--- src/rtl/proof_stim_pkg.sv ---
// Shared types and constants for the equivalence-proof stimulus source.
package proof_stim_pkg;

    // Sweep controller states (encoding is visible on the debug port).
    typedef enum logic [2:0] {
        ST_IDLE  = 3'd0,
        ST_FILL  = 3'd1,
        ST_RUN   = 3'd2,
        ST_DRAIN = 3'd3,
        ST_DONE  = 3'd4
    } stim_state_e;

    // Operand source selection, latched on an accepted start.
    localparam logic MODE_SWEEP = 1'b0;
    localparam logic MODE_LFSR  = 1'b1;

    // Maximal-length Fibonacci tap masks for an n-bit LFSR (n = 4..16).
    // Bit k set means register bit k feeds the XOR; the register shifts
    // left with the feedback entering bit 0.
    function automatic logic [15:0] lfsr_taps(input int n);
        logic [15:0] t;
        case (n)
            4:       t = 16'h000C;
            5:       t = 16'h0014;
            6:       t = 16'h0030;
            7:       t = 16'h0060;
            8:       t = 16'h00B8;
            9:       t = 16'h0110;
            10:      t = 16'h0240;
            11:      t = 16'h0500;
            12:      t = 16'h0829;
            13:      t = 16'h100D;
            14:      t = 16'h2015;
            15:      t = 16'h6000;
            16:      t = 16'hD008;
            default: t = 16'h000C;
        endcase
        return t;
    endfunction

endpackage

--- src/rtl/proof_delay_line.sv ---
// Delays an operand pair and its valid tag by LAT enabled cycles.
// With LAT = 0 the pair passes straight through combinationally.
module proof_delay_line #(
    parameter int W   = 4,
    parameter int LAT = 1
) (
    input  logic           clk_i,
    input  logic           rst_ni,
    input  logic           en_i,
    input  logic [2*W-1:0] data_i,
    input  logic           valid_i,
    output logic [2*W-1:0] data_o,
    output logic           valid_o
);

    if (LAT == 0) begin : g_pass
        logic unused_ctrl;
        assign unused_ctrl = clk_i ^ rst_ni ^ en_i;
        assign data_o      = data_i;
        assign valid_o     = valid_i;
    end else begin : g_pipe
        logic [2*W-1:0] data_q [LAT];
        logic [LAT-1:0] valid_q;

        // Shift the pair and its valid tag one stage per enabled cycle.
        always_ff @(posedge clk_i or negedge rst_ni) begin
            if (!rst_ni) begin
                for (int i = 0; i < LAT; i++) data_q[i] <= '0;
                valid_q <= '0;
            end else if (en_i) begin
                data_q[0]  <= data_i;
                valid_q[0] <= valid_i;
                for (int i = 1; i < LAT; i++) begin
                    data_q[i]  <= data_q[i-1];
                    valid_q[i] <= valid_q[i-1];
                end
            end
        end

        assign data_o  = data_q[LAT-1];
        assign valid_o = valid_q[LAT-1];
    end

endmodule

--- src/rtl/proof_stim_gen.sv ---
// Operand source for equivalence proofs: issues pairs to the evaluator and
// the same pairs, LAT cycles later, to the golden branch with check_en.
// Handshake: there is no backpressure except stall; a pair is issued on
// every cycle in FILL/RUN with stall low, and check_en marks the cycle the
// delayed copy of that pair is on num1/num2 (never while stall is high).
module proof_stim_gen
    import proof_stim_pkg::*;
#(
    parameter int          W    = 4,
    parameter int          LAT  = 1,
    parameter logic [15:0] SEED = 16'h0001
) (
    input  logic         clk,
    input  logic         rst,
    input  logic         start,
    input  logic         mode,
    input  logic         stall,
    output logic [W-1:0] a_num1,
    output logic [W-1:0] a_num2,
    output logic [W-1:0] num1,
    output logic [W-1:0] num2,
    output logic         check_en,
    output logic         busy,
    output logic         done,
    output logic [2*W:0] check_cnt,
    output logic [2:0]   dbg_state
);

    localparam int            PW       = 2 * W;
    localparam int            CW       = PW + 1;
    localparam logic [15:0]   TAPS_ALL = lfsr_taps(PW);
    localparam logic [PW-1:0] TAPS     = TAPS_ALL[PW-1:0];
    localparam logic [PW-1:0] SEED_LO  = SEED[PW-1:0];
    localparam logic [PW-1:0] SEED_EFF = (SEED_LO == '0) ? PW'(1) : SEED_LO;
    localparam logic [2:0]    LAT_LAST = (LAT > 0) ? 3'(LAT - 1) : 3'd0;

    stim_state_e   state_q, state_d;
    logic [2:0]    phase_q, phase_d;
    logic          mode_q, mode_d;
    logic [PW-1:0] pair_q, pair_d;
    logic [PW-1:0] lfsr_q, lfsr_d;
    logic [CW-1:0] cnt_q, cnt_d;

    logic          start_ok;
    logic          issue;
    logic          last_pair;
    logic [PW-1:0] lfsr_nxt;
    logic [PW-1:0] dl_data;
    logic          dl_valid;
    logic          dl_en;

    assign start_ok  = start && (state_q == ST_IDLE || state_q == ST_DONE);
    assign issue     = (state_q == ST_FILL || state_q == ST_RUN) && !stall;
    assign lfsr_nxt  = {lfsr_q[PW-2:0], ^(lfsr_q & TAPS)};
    // Sweep ends on the all-ones pair, or when the LFSR would revisit its seed.
    assign last_pair = (mode_q == MODE_SWEEP) ? (pair_q == '1) : (lfsr_nxt == SEED_EFF);
    assign busy      = (state_q == ST_FILL) || (state_q == ST_RUN) || (state_q == ST_DRAIN);
    assign done      = (state_q == ST_DONE);
    assign dl_en     = busy && !stall;
    assign check_en  = dl_valid && !stall && (state_q == ST_RUN || state_q == ST_DRAIN);

    proof_delay_line #(
        .W   (W),
        .LAT (LAT)
    ) u_delay (
        .clk_i   (clk),
        .rst_ni  (rst),
        .en_i    (dl_en),
        .data_i  (pair_q),
        .valid_i (issue),
        .data_o  (dl_data),
        .valid_o (dl_valid)
    );

    // Next-state logic: FILL and DRAIN each last LAT non-stalled cycles.
    always_comb begin
        state_d = state_q;
        phase_d = phase_q;
        case (state_q)
            ST_IDLE, ST_DONE: begin
                if (start) begin
                    state_d = (LAT > 0) ? ST_FILL : ST_RUN;
                    phase_d = 3'd0;
                end
            end
            ST_FILL: begin
                if (!stall) begin
                    if (phase_q == LAT_LAST) begin
                        state_d = ST_RUN;
                        phase_d = 3'd0;
                    end else begin
                        phase_d = phase_q + 3'd1;
                    end
                end
            end
            ST_RUN: begin
                if (issue && last_pair) begin
                    state_d = (LAT > 0) ? ST_DRAIN : ST_DONE;
                    phase_d = 3'd0;
                end
            end
            ST_DRAIN: begin
                if (!stall) begin
                    if (phase_q == LAT_LAST) state_d = ST_DONE;
                    else                     phase_d = phase_q + 3'd1;
                end
            end
            default: state_d = ST_IDLE;
        endcase
    end

    // Operand generator and check counter updates.
    always_comb begin
        pair_d = pair_q;
        lfsr_d = lfsr_q;
        mode_d = mode_q;
        cnt_d  = cnt_q;
        if (start_ok) begin
            mode_d = mode;
            cnt_d  = '0;
            pair_d = (mode == MODE_LFSR) ? lfsr_q : '0;
        end else begin
            if (issue) begin
                if (mode_q == MODE_LFSR) lfsr_d = lfsr_nxt;
                if (!last_pair) pair_d = (mode_q == MODE_LFSR) ? lfsr_nxt : pair_q + PW'(1);
            end
            if (check_en && cnt_q != '1) cnt_d = cnt_q + CW'(1);
        end
    end

    // State and datapath registers; stall holds everything via the _d defaults.
    always_ff @(posedge clk or negedge rst) begin
        if (!rst) begin
            state_q <= ST_IDLE;
            phase_q <= 3'd0;
            mode_q  <= MODE_SWEEP;
            pair_q  <= '0;
            lfsr_q  <= SEED_EFF;
            cnt_q   <= '0;
        end else begin
            state_q <= state_d;
            phase_q <= phase_d;
            mode_q  <= mode_d;
            pair_q  <= pair_d;
            lfsr_q  <= lfsr_d;
            cnt_q   <= cnt_d;
        end
    end

    assign a_num1    = pair_q[PW-1:W];
    assign a_num2    = pair_q[W-1:0];
    assign num1      = dl_data[PW-1:W];
    assign num2      = dl_data[W-1:0];
    assign check_cnt = cnt_q;
    assign dbg_state = state_q;

endmodule

--- config.mk ---
export PLATFORM = sky130hd
export DESIGN_NAME = proof_stim_gen
export DESIGN_NICKNAME = d
export VERILOG_FILES = /design/src/rtl/proof_stim_pkg.sv /design/src/rtl/proof_delay_line.sv /design/src/rtl/proof_stim_gen.sv
export SDC_FILE = /design/constraint.sdc
export NUM_CORES = 1
export LEC_CHECK = 0
export CORE_ASPECT_RATIO = 1.5
export CORE_MARGIN = 2
export CORE_UTILIZATION = 47
export DETAILED_ROUTE_END_ITERATION = 8
export PLACE_DENSITY = 0.76
export SLEW_MARGIN = 20
export SYNTH_ARGS = -nofsm -noshare
export SYNTH_HDL_FRONTEND = slang
export SYNTH_HIERARCHICAL = 1
export SYNTH_SLANG_ARGS = --single-unit
--- constraint.sdc ---
create_clock -name clk -period 1.8 [get_ports clk]
set_input_delay 0.27 -clock clk [delete_from_list [all_inputs] [get_ports clk]]
set_output_delay 0.27 -clock clk [all_outputs]
set_load 0.1 [all_outputs]
== After elaboration in Yosys (flattened, before gate mapping) ==
Index checks and enable logic that the tools add are counted.
Word-level totals
  output and inout port bits: 31
  bits of input ports: 5
  flip-flop bits (word level): 41
Cells by class
  eq/ne operators: 15
  bitwise operators: 1
  reductions and logical operators: 23
  add/subtract/negate cells: 3
  multiplexer cells: 22
Operator list (count)
  $mux 8: 5
  $mux 3: 12
  $pmux 3 s4: 2
  $mux 9: 2
  $reduce_and 6->1: 2
  $ne 2x2->1 const B: 5
  $add 9x1->9 const B: 1
  $ne 9x9->1 const B: 1
  $add 8x1->8 const B: 1
  $eq 8x1->1 const B: 1
  $eq 8x8->1 const B: 1
  $reduce_xor 8->1: 1
  $logic_and 1x1->1: 7
  $eq 3x2->1 const B: 2
  $logic_not 3->1: 2
  $ne 2x1->1 const B: 3
  $logic_or 1x1->1: 4
  $reduce_bool 2->1: 2
  $reduce_bool 4->1: 1
  $add 3x1->3 const B: 1
  $eq 3x1->1 const B: 1
  $eq 3x3->1 const B: 1
  $reduce_and 3->1: 1
  $reduce_and 2->1: 1
  4 further kinds: 4

== Longest topological paths before layout ==
Gate-level depths: netlist (run 1).
  word-level depth: 6
  mapped depth: 9
  depth with buffers taken out: 8

== Modules after synthesis ==
Netlist (run 1), hierarchy kept.
By module, submodules not included
  proof_stim_gen: cells each 188, times used 1, area each 1910.6 um^2, sequential area each 802.0 um^2
  proof_delay_line: cells each 19, times used 1, area each 371.6 um^2, sequential area each 225.2 um^2

== Worst setup path before layout (run 1) ==
Ideal clock, no wire load.
  path kind: flip-flop to flip-flop
  start point: register state_q[1], in the netlist dbg_state[1]
  end point: register cnt_q[5], in the netlist check_cnt[5]
  library setup time: 74 ps
  stages on the path, launching flop included: 8
  setup slack: -3251 ps
  data required time: 1726 ps
  arrival: 4977 ps
  period minus slack after synthesis: 5051 ps
  path buffers: 2
  cells stage by stage: dfrtp_1 > buf_6 > nor4bb_1 > nor2b_1 > buf_2 > nand4_1 > xor2_1 > nor2_1
On the way
  longest elaborated chain between the ends: 5
  elaborated cells on any way between the ends: 11
RTL lines
  from (decl): RTL line proof_stim_gen.sv:37  | stim_state_e state_q, state_d;
  from (signal assigned): RTL line proof_stim_gen.sv:141  | state_q <= state_d;
  $eq 3x2->1: RTL line proof_stim_gen.sv:60  | assign check_en = dl_valid && !stall && (state_q == ST_RUN || state_q == ST_DRAIN);
  $logic_or 1x1->1 *: RTL line proof_stim_gen.sv:60
  $logic_and 1x1->1 *: RTL line proof_stim_gen.sv:60
  named net check_en: RTL line proof_stim_gen.sv:22  | output logic check_en,
  $logic_and 1x1->1 *: RTL line proof_stim_gen.sv:127  | if (check_en && cnt_q != '1) cnt_d = cnt_q + CW'(1);
  $reduce_bool 2->1 (no source line) *
  to (signal assigned): RTL line proof_stim_gen.sv:146  | cnt_q <= cnt_d;
  to (decl): RTL line proof_stim_gen.sv:42  | logic [CW-1:0] cnt_q, cnt_d;
The timed path passes the listed nets; every way through them passes the cells marked *.
A chain may end at the register's enable or synchronous reset.

== Worst setup path after layout (run 1) ==
  start point: register state_q[1], in the netlist dbg_state[1]
  end point: register pair_q[5]
On the way
  longest elaborated chain between the ends: 5
  elaborated cells on any way between the ends: 12
RTL lines
  $eq 3x3->1 (tied with other cells): RTL line proof_stim_gen.sv:52  | assign start_ok = start && (state_q == ST_IDLE || state_q == ST_DONE);
  $logic_or 1x1->1, on equally long branches: RTL line proof_stim_gen.sv:52, proof_stim_gen.sv:53
  $logic_and 1x1->1, on equally long branches: RTL line proof_stim_gen.sv:52, proof_stim_gen.sv:53
  $ne 2x2->1 (no source line) / $reduce_bool 2->1 (equally long branches)
  $reduce_and 2->1 (no source line)
  to (signal assigned): RTL line proof_stim_gen.sv:144  | pair_q <= pair_d;
  to (decl): RTL line proof_stim_gen.sv:40  | logic [PW-1:0] pair_q, pair_d;
Several ways; a longest one is shown, not always the timed one.

==> impl_metrics.tcl, run 1 <==
set metrics [dict create \
    required_ns 1.97 \
    postSynth.asyncResetShare_pct 100 \
    worst_slack_ns -0.0260 \
    postLayoutCoreUtil_pct 77.2 \
    synth.ff_latch_count 41 \
    finish_stage_setup_viols 5 \
    routed_wl_mm 6.36 \
    synth_area_leader_cell "dfrtp_1" \
    total_congestion_overflow_after_global_routing 0 \
    detail_route.iter0.violations 95 \
    placement_rows 31 \
    cts_tree "done" \
    clock_tree.buffer_depth 2 \
    launch_point_of_the_critical_path "dbg_state[1]$_DFFE_PN0P_" \
    io-pin-count 36 \
    cts_num_sinks 41 \
    fp.coreArea_um2 4770 \
    finalHoldViolations 0 \
    clock_skew_ns 0.00610 \
    n_antenna_cell 0 \
    post_drt_wl_per_cell_um 17.4 \
    synth_cell_type_count 50 \
    cell_leakage_power_nw 1.69 \
    failing_checks "setup timing" \
    hpwl_mm 3.96 \
    ys_warn_count 6 \
    vias 2006 \
    start_util_pct 47.8 \
    power-per-cell-area_nw_per_um2 1520 \
    worst-slew-pin-transition_ns 0.720 \
    netlist_top_cells_count "40 x dfrtp_1, 19 x nor2_1, 12 x o21ai_0" \
    final.hold.worst_slack_ns 0.0148 \
    ir_drop_v 0.00140 \
    clkLatencyLatePin_ns 0.30 \
    synthFlopType "dfrtp_1" \
    finalMaxSlewViolations 0 \
    fillerInstances 276 \
    crit_path_time_final_ns 1.83 \
    drtAntennaViolNets 0 \
    timing.rr.start "dbg_state[1]$_DFFE_PN0P_" \
    post-synth-top-area-fraction_pct 43.9 \
    fmax_ghz 0.548 \
    pin_count_of_the_biggest_net_entering_global_routing 32 \
    rsz_0062_raised_after_global_routing "yes" \
    netlist_top_cells_area "dfrtp_1 44%, mux2_4 5.9%, buf_6 3.5%, mux2_2 3.5%, xor2_1 3.5%" \
    cts.htree.levels 2 \
    mapped_cells 207 \
    route.detailed.vias_per_inst 5.50 \
    die_footprint_um2 5440 \
    yosysSeqAreaShare_pct 45.0 \
    timing_worst_setup_path_type "reg2reg" \
    synth_enable_flop_cells 0 \
    die_y_um 89.3 \
    synth.net_count 217 \
    hold_path_class "in2async" \
    slew-limit-headroom_pct 52.0 \
    ctsHoldBuffers 0 \
    grt.total_usage_pct 24.1 \
    totalNegativeSetupSlack_ns -0.0644 \
    reg2reg_depth 6 \
    place.port_buffers 35 \
    path_clk_slew_ns 0.08 \
    horizontal_die_dimension_um 60.9 \
    worst_setup_path_start_kind "flop" \
    place.gp.congestion 0.863 \
    via_count_of_the_first_global_routing_pass 2048 \
    first_pass_iters 5 \
    synth_most_common_cell "dfrtp_1" \
    drcViolationCount 0 \
    setup.worst_path.end_class "flop" \
    final_net_count 308 \
    worstPathMaxFanout 9 \
    cts_inserted_buffers 5 \
    p_total_mw 5.61 \
    grt_first_pass_wirelength_mm 9.74 \
    cp_data_arrival_time_ns 1.99 \
    final_layout_size_suffix_gt1_share_pct 53.5 \
    synthesis.area_um2 2280 \
    cap_violations 0 \
    antenna_found_initial 0 \
    final.period_utilization_pct 101 \
    run_status "complete, but fails checks" \
    syn_area_per_cell_um2 11.0 \
    clk_root_buffer_cell "clkbuf_8" \
    area_growth_pct 61.4 \
]
-- where the power goes --
group / internal [mW] / leakage, nW / switching, mW
logic: 1.42 / 1.10 / 2.16
clock network: 0.415 / 0.0543 / 0.343
registers: 1.12 / 0.537 / 0.143
-- layer usage --
| metal | share of wire [%] | GRT usage (%) | vias to the layer above |
|---|---|---|---|
| met2 | 55 | 41.7 | 58 |
| met3 | 2.9 | 4.05 | 18 |
| li1 | - | - | 917 |
| met5 | 0 | 0 | - |
| met4 | 3.4 | 10.5 | 0 |
| met1 | 39 | 28.7 | 1013 |
-- final cells by class --
| class | instances | area [um2] | share of cell area [%] |
|---|---|---|---|
| clock buffer | 5 | 68.8 | 1.87 |
| clock inverter | 3 | 46.3 | 1.26 |
| inverter | 4 | 18.8 | 0.510 |
| multi-input combinational | 149 | 1300 | 35.3 |
| sequential | 41 | 1060 | 28.9 |
| tap | 66 | 82.6 | 2.24 |
| timing repair buffer | 97 | 1100 | 29.9 |
-- through the flow --
stage | std cells | worst slack [ns] | cell area [um2]
finish | 365 | -0.0260 | 3680
global route | 365 | -0.110 | 3680
CTS | 361 | -0.0173 | 3560
detailed placement | 344 | -0.252 | 3300
global placement | 344 | -0.190 | 3300
floorplan | 207 | -0.994 | 2380
-- final timing paths --
path                                                 end  slack [ns]
max reg2reg                        pair_q[5]$_DFFE_PN0P_       -0.03
max                                pair_q[5]$_DFFE_PN0P_       -0.03
min                                lfsr_q[2]$_DFFE_PN0P_        0.01
min reg2reg                u_delay/data_o[5]$_DFFE_PN0P_        0.53
max in group asynchronous       check_cnt[3]$_DFFE_PN0P_        1.20
min in group clk           u_delay/data_o[5]$_DFFE_PN0P_        0.53
-- cells in the final DEF, fill, tap and decap left out, types with 8 or more instances in the layout --
| master | n |
|---|---|
| dfrtp_4 | 9 |
| dfrtp_1 | 29 |
| nor2_1 | 18 |
| nand2_1 | 8 |
| buf_12 | 27 |
| mux2_4 | 16 |
| xor2_1 | 9 |
| a21oi_1 | 9 |
| buf_4 | 57 |
-- critical path, cell delays in order, from the launching register on --
cell,delay [ns]
dfrtp_4,0.50
buf_6,0.13
or3b_4,0.41
buf_6,0.17
and3_1,0.17
a31oi_1,0.17
o21ai_1,0.14
-- kinds of logic after synthesis --
logic type | Yosys count | share of synthesized area (%)
muxes | 23 | 12.4
AOI/OAI and AO/OA | 38 | 10.4
buffers and inverters | 17 | 6.69
and+or+nand+nor | 68 | 16.7
xor gates and xnor gates | 15 | 6.09
DFF | 41 | 45.0
adders and majority gates | 5 | 2.74
-- flip-flops by register name (all words and copies together), names as in the netlist --
name             flops
mode_q               1
phase_q              3
u_delay/valid_o      1
u_delay/data_o       8
dbg_state            3
pair_q               8
check_cnt            9
lfsr_q               8
-- repair_timing --
action,CTS,global route
setup buffers,8,5
cloned,1,0
hold endpoints to repair,0,0
pin swaps,10,15
endpoints found under the setup margin,15,19
resized for setup,20,18
Note: power is estimated with default switching activity, not from simulation.
==> run 2, diff against run 1 <==
--- a/config.mk
+++ b/config.mk
@@ -8,8 +8,9 @@
 export CORE_ASPECT_RATIO = 1.5
 export CORE_MARGIN = 2
 export CORE_UTILIZATION = 47
+export CTS_CLUSTER_SIZE = 16
 export DETAILED_ROUTE_END_ITERATION = 8
-export PLACE_DENSITY = 0.76
+export PLACE_DENSITY = 0.75
 export SLEW_MARGIN = 20
 export SYNTH_ARGS = -nofsm -noshare
 export SYNTH_HDL_FRONTEND = slang
==> run 2 against run 1 <==
  * The run still ends with setup timing left
  * First-iteration DRC count down 22%
  * Clock skew shrank 0.0015 ns
  * Wire length shrank 4.9%
  * Maximum frequency is essentially flat
  * Die area unchanged
  * Combinational power fell by 1%
  * Cell count unchanged
  * Worst setup slack better by 0.0012 ns
  * Non-clock buffer count fell by 1
  * Critical path type unchanged
  * Critical endpoint is now pair_q[7]$_DFFE_PN0P_
  * Largest cell class unchanged
==> impl_metrics.tcl, run 2 (synthesized netlist as in run 1, its figures left out) <==
set metrics [dict create \
    cp_data_arrival_time_ns 2.05 \
    total_internal_power_mw 2.80 \
    detail_route.iter0.violations 74 \
    slowest_delay_ns 0.52 \
    p_sw_share_pct 48.1 \
    cell_leakage_power_nw 1.66 \
    place.port_buffers 35 \
    power-per-cell-area_nw_per_um2 1490 \
    antenna_found_initial 0 \
    rsz_0062_raised_after_global_routing "yes" \
    final_net_count 308 \
    routed_wl_mm 6.05 \
    clkLatencyLatePin_ns 0.30 \
    power.share.clock_pct 10.9 \
    finalMaxSlewViolations 0 \
    setup_slack_of_the_worst_register_to_register_path_ns -0.02 \
    finish_stage_setup_viols 3 \
    power.share.combinational_pct 65.5 \
    cap_violations 0 \
    layout.cells.non_filler 365 \
    pin_count_of_the_biggest_net_entering_global_routing 31 \
    timing.critical_path.buf_inv 1 \
    io-pin-count 36 \
    start_util_pct 47.8 \
    hpwl_mm 3.95 \
    switching_power_mw 2.59 \
    power.share.sequential_pct 23.5 \
    clk_root_buffer_cell "clkbuf_8" \
    fmax_ghz 0.548 \
    grt_first_pass_wirelength_mm 10.0 \
    die_footprint_um2 5440 \
    layout_common_cells "59 x buf_4, 29 x dfrtp_1, 27 x buf_12, 18 x nor2_1, 16 x mux2_4" \
    dpl.cell_count 345 \
    clock_tree.buffer_depth 2 \
    setup.worst_path.end_class "flop" \
    run_status "complete, but fails checks" \
    hold_path_class "in2async" \
    final.hold.worst_slack_ns 0.0102 \
    worstPathCellList "xnor2_4 > nor3_4 > or3b_4 > buf_8 > a22oi_2 > a2bb2oi_1" \
    drcViolationCount 0 \
    placement_rows 31 \
    worst_slack_ns -0.0248 \
    fp.coreArea_um2 4770 \
    place.gp.congestion 0.878 \
    cts_tree "done" \
    failing_checks "setup timing" \
    crit_path_time_final_ns 1.82 \
    via_count_of_the_first_global_routing_pass 2136 \
    area_growth_pct 58.8 \
    worst_setup_path_start_kind "flop" \
    worstPathMaxFanout 7 \
    drtAntennaViolNets 0 \
    fillerInstances 297 \
    slew-limit-headroom_pct 54.2 \
    clock_skew_ns 0.00458 \
    multi_input_comb_area_um2 1290 \
    flip_flop_count_of_the_largest_register_after_layout 9 \
    layout.cells.most_common "buf_4" \
    timing_worst_setup_path_type "reg2reg" \
    cts_inserted_buffers 5 \
    final.period_utilization_pct 101 \
    final_layout_size_suffix_gt1_share_pct 51.5 \
    post_drt_wl_per_cell_um 16.6 \
    die_y_um 89.3 \
    cts.htree.levels 2 \
    worst-slew-pin-transition_ns 0.687 \
    cts_num_sinks 41 \
    ir_drop_v 0.00146 \
    route.detailed.vias_per_inst 5.55 \
    critical_path.top_delay_family "simple AND/OR/NAND/NOR gates" \
    regToRegEndpoint "pair_q[7]$_DFFE_PN0P_" \
    first_pass_iters 4 \
    worst_path_max_delay_cell "dfrtp_4" \
    ctsHoldBuffers 0 \
    vias 2024 \
    required_ns 2.02 \
    horizontal_die_dimension_um 60.9 \
    reg2reg_depth 6 \
    timing.rr.start "dbg_state[0]$_DFFE_PN0P_" \
    path_clk_slew_ns 0.08 \
    n_antenna_cell 0 \
    critical_path_depth 6 \
    register_cell_area_after_layout_um2 1060 \
    finalHoldViolations 0 \
    grt.total_usage_pct 24.9 \
    total_congestion_overflow_after_global_routing 0 \
]
-- run 2: cell count changes in the layout (fill, tap and decap cells not counted), moves of 2 or more --
cell / delta
buf_4: +2
buf_6: -2
clkinv_2: +2
o21ai_1: +2
-- run 2: area by class of cell --
cell class	count	area share, %
Sequential cell	41	29.3
Multi-Input combinational cell	150	35.5
Tap cell	66	2.28
Clock inverter	2	0.276
Clock buffer	6	2.00
Inverter	4	0.518
Timing Repair Buffer	96	30.1
-- run 2: how the worst max path moves through the flow --
| stage | startpoint | end | slack, ns |
|---|---|---|---|
| 2_1_floorplan | dbg_state[2]$_DFFE_PN0P_ | check_cnt[5]$_DFFE_PN0P_ | -0.99 |
| 3_3_place_gp | stall | pair_q[7]$_DFFE_PN0P_ | -0.19 |
| 3_5_place_dp | stall | pair_q[7]$_DFFE_PN0P_ | -0.26 |
| 4_1_cts | dbg_state[0]$_DFFE_PN0P_ | pair_q[7]$_DFFE_PN0P_ | 0.005 |
| 5_1_grt | check_cnt[2]$_DFFE_PN0P_ | check_cnt[7]$_DFFE_PN0P_ | -0.11 |
| 6_report | dbg_state[0]$_DFFE_PN0P_ | pair_q[7]$_DFFE_PN0P_ | -0.02 |
-- run 2: layer usage --
layer	routed length (um)	vias up	GRT usage [%]
li1	-	932	-
met1	2260	1006	28.1
met2	3320	70	45.0
met3	306	16	4.34
met4	174	0	10.5
met5	0	-	0
-- run 2: what timing repair did --
item / in CTS / in global routing
setup endpoints to repair: 15 / 25
endpoints found under the hold margin: 0 / 0
buffers inserted: 3 / 6
resized for setup: 18 / 15
pin swaps: 9 / 14
gates cloned: 2 / 1
-- run 2: worst reg2reg max path, stage by stage, from the launching register on --
cell	delay (ns)
dfrtp_4	0.52
xnor2_4	0.16
nor3_4	0.15
or3b_4	0.44
buf_8	0.16
a22oi_2	0.16
a2bb2oi_1	0.16
-- run 2: power groups by stage --
stage          logic (mW)  registers (mW)  clock network (mW)
3_3_place_gp         3.16            1.26                   0
3_5_place_dp         3.20            1.27                   0
6_report             3.53            1.27               0.589
5_1_grt              3.71            1.29               0.639
4_1_cts              3.34            1.25               0.595
2_1_floorplan        1.27            2.20                   0
-- run 2: metrics by stage --
step	setup TNS (ns)	area, um2	total power, mW	util [%]	setup slack, ns
6_report	-0.0526	3620	5.39	76.0	-0.0248
5_1_grt	-0.645	3620	5.64	76.0	-0.110
4_1_cts	0	3490	5.19	73.2	0.00500
3_5_place_dp	-3.98	3310	4.47	69.3	-0.256
3_3_place_gp	-3.20	3310	4.41	69.3	-0.191
2_1_floorplan	-11.67	2380	3.47	-	-0.994
==> run 3, diff against run 2 <==
--- a/config.mk
+++ b/config.mk
@@ -5,6 +5,7 @@
 export SDC_FILE = /design/constraint.sdc
 export NUM_CORES = 1
 export LEC_CHECK = 0
+export ABC_CLOCK_PERIOD_IN_PS = 1800
 export CORE_ASPECT_RATIO = 1.5
 export CORE_MARGIN = 2
 export CORE_UTILIZATION = 47
==> results of run 3 <==
Same layout as run 2: the final DEF is identical, and so are final timing and power.
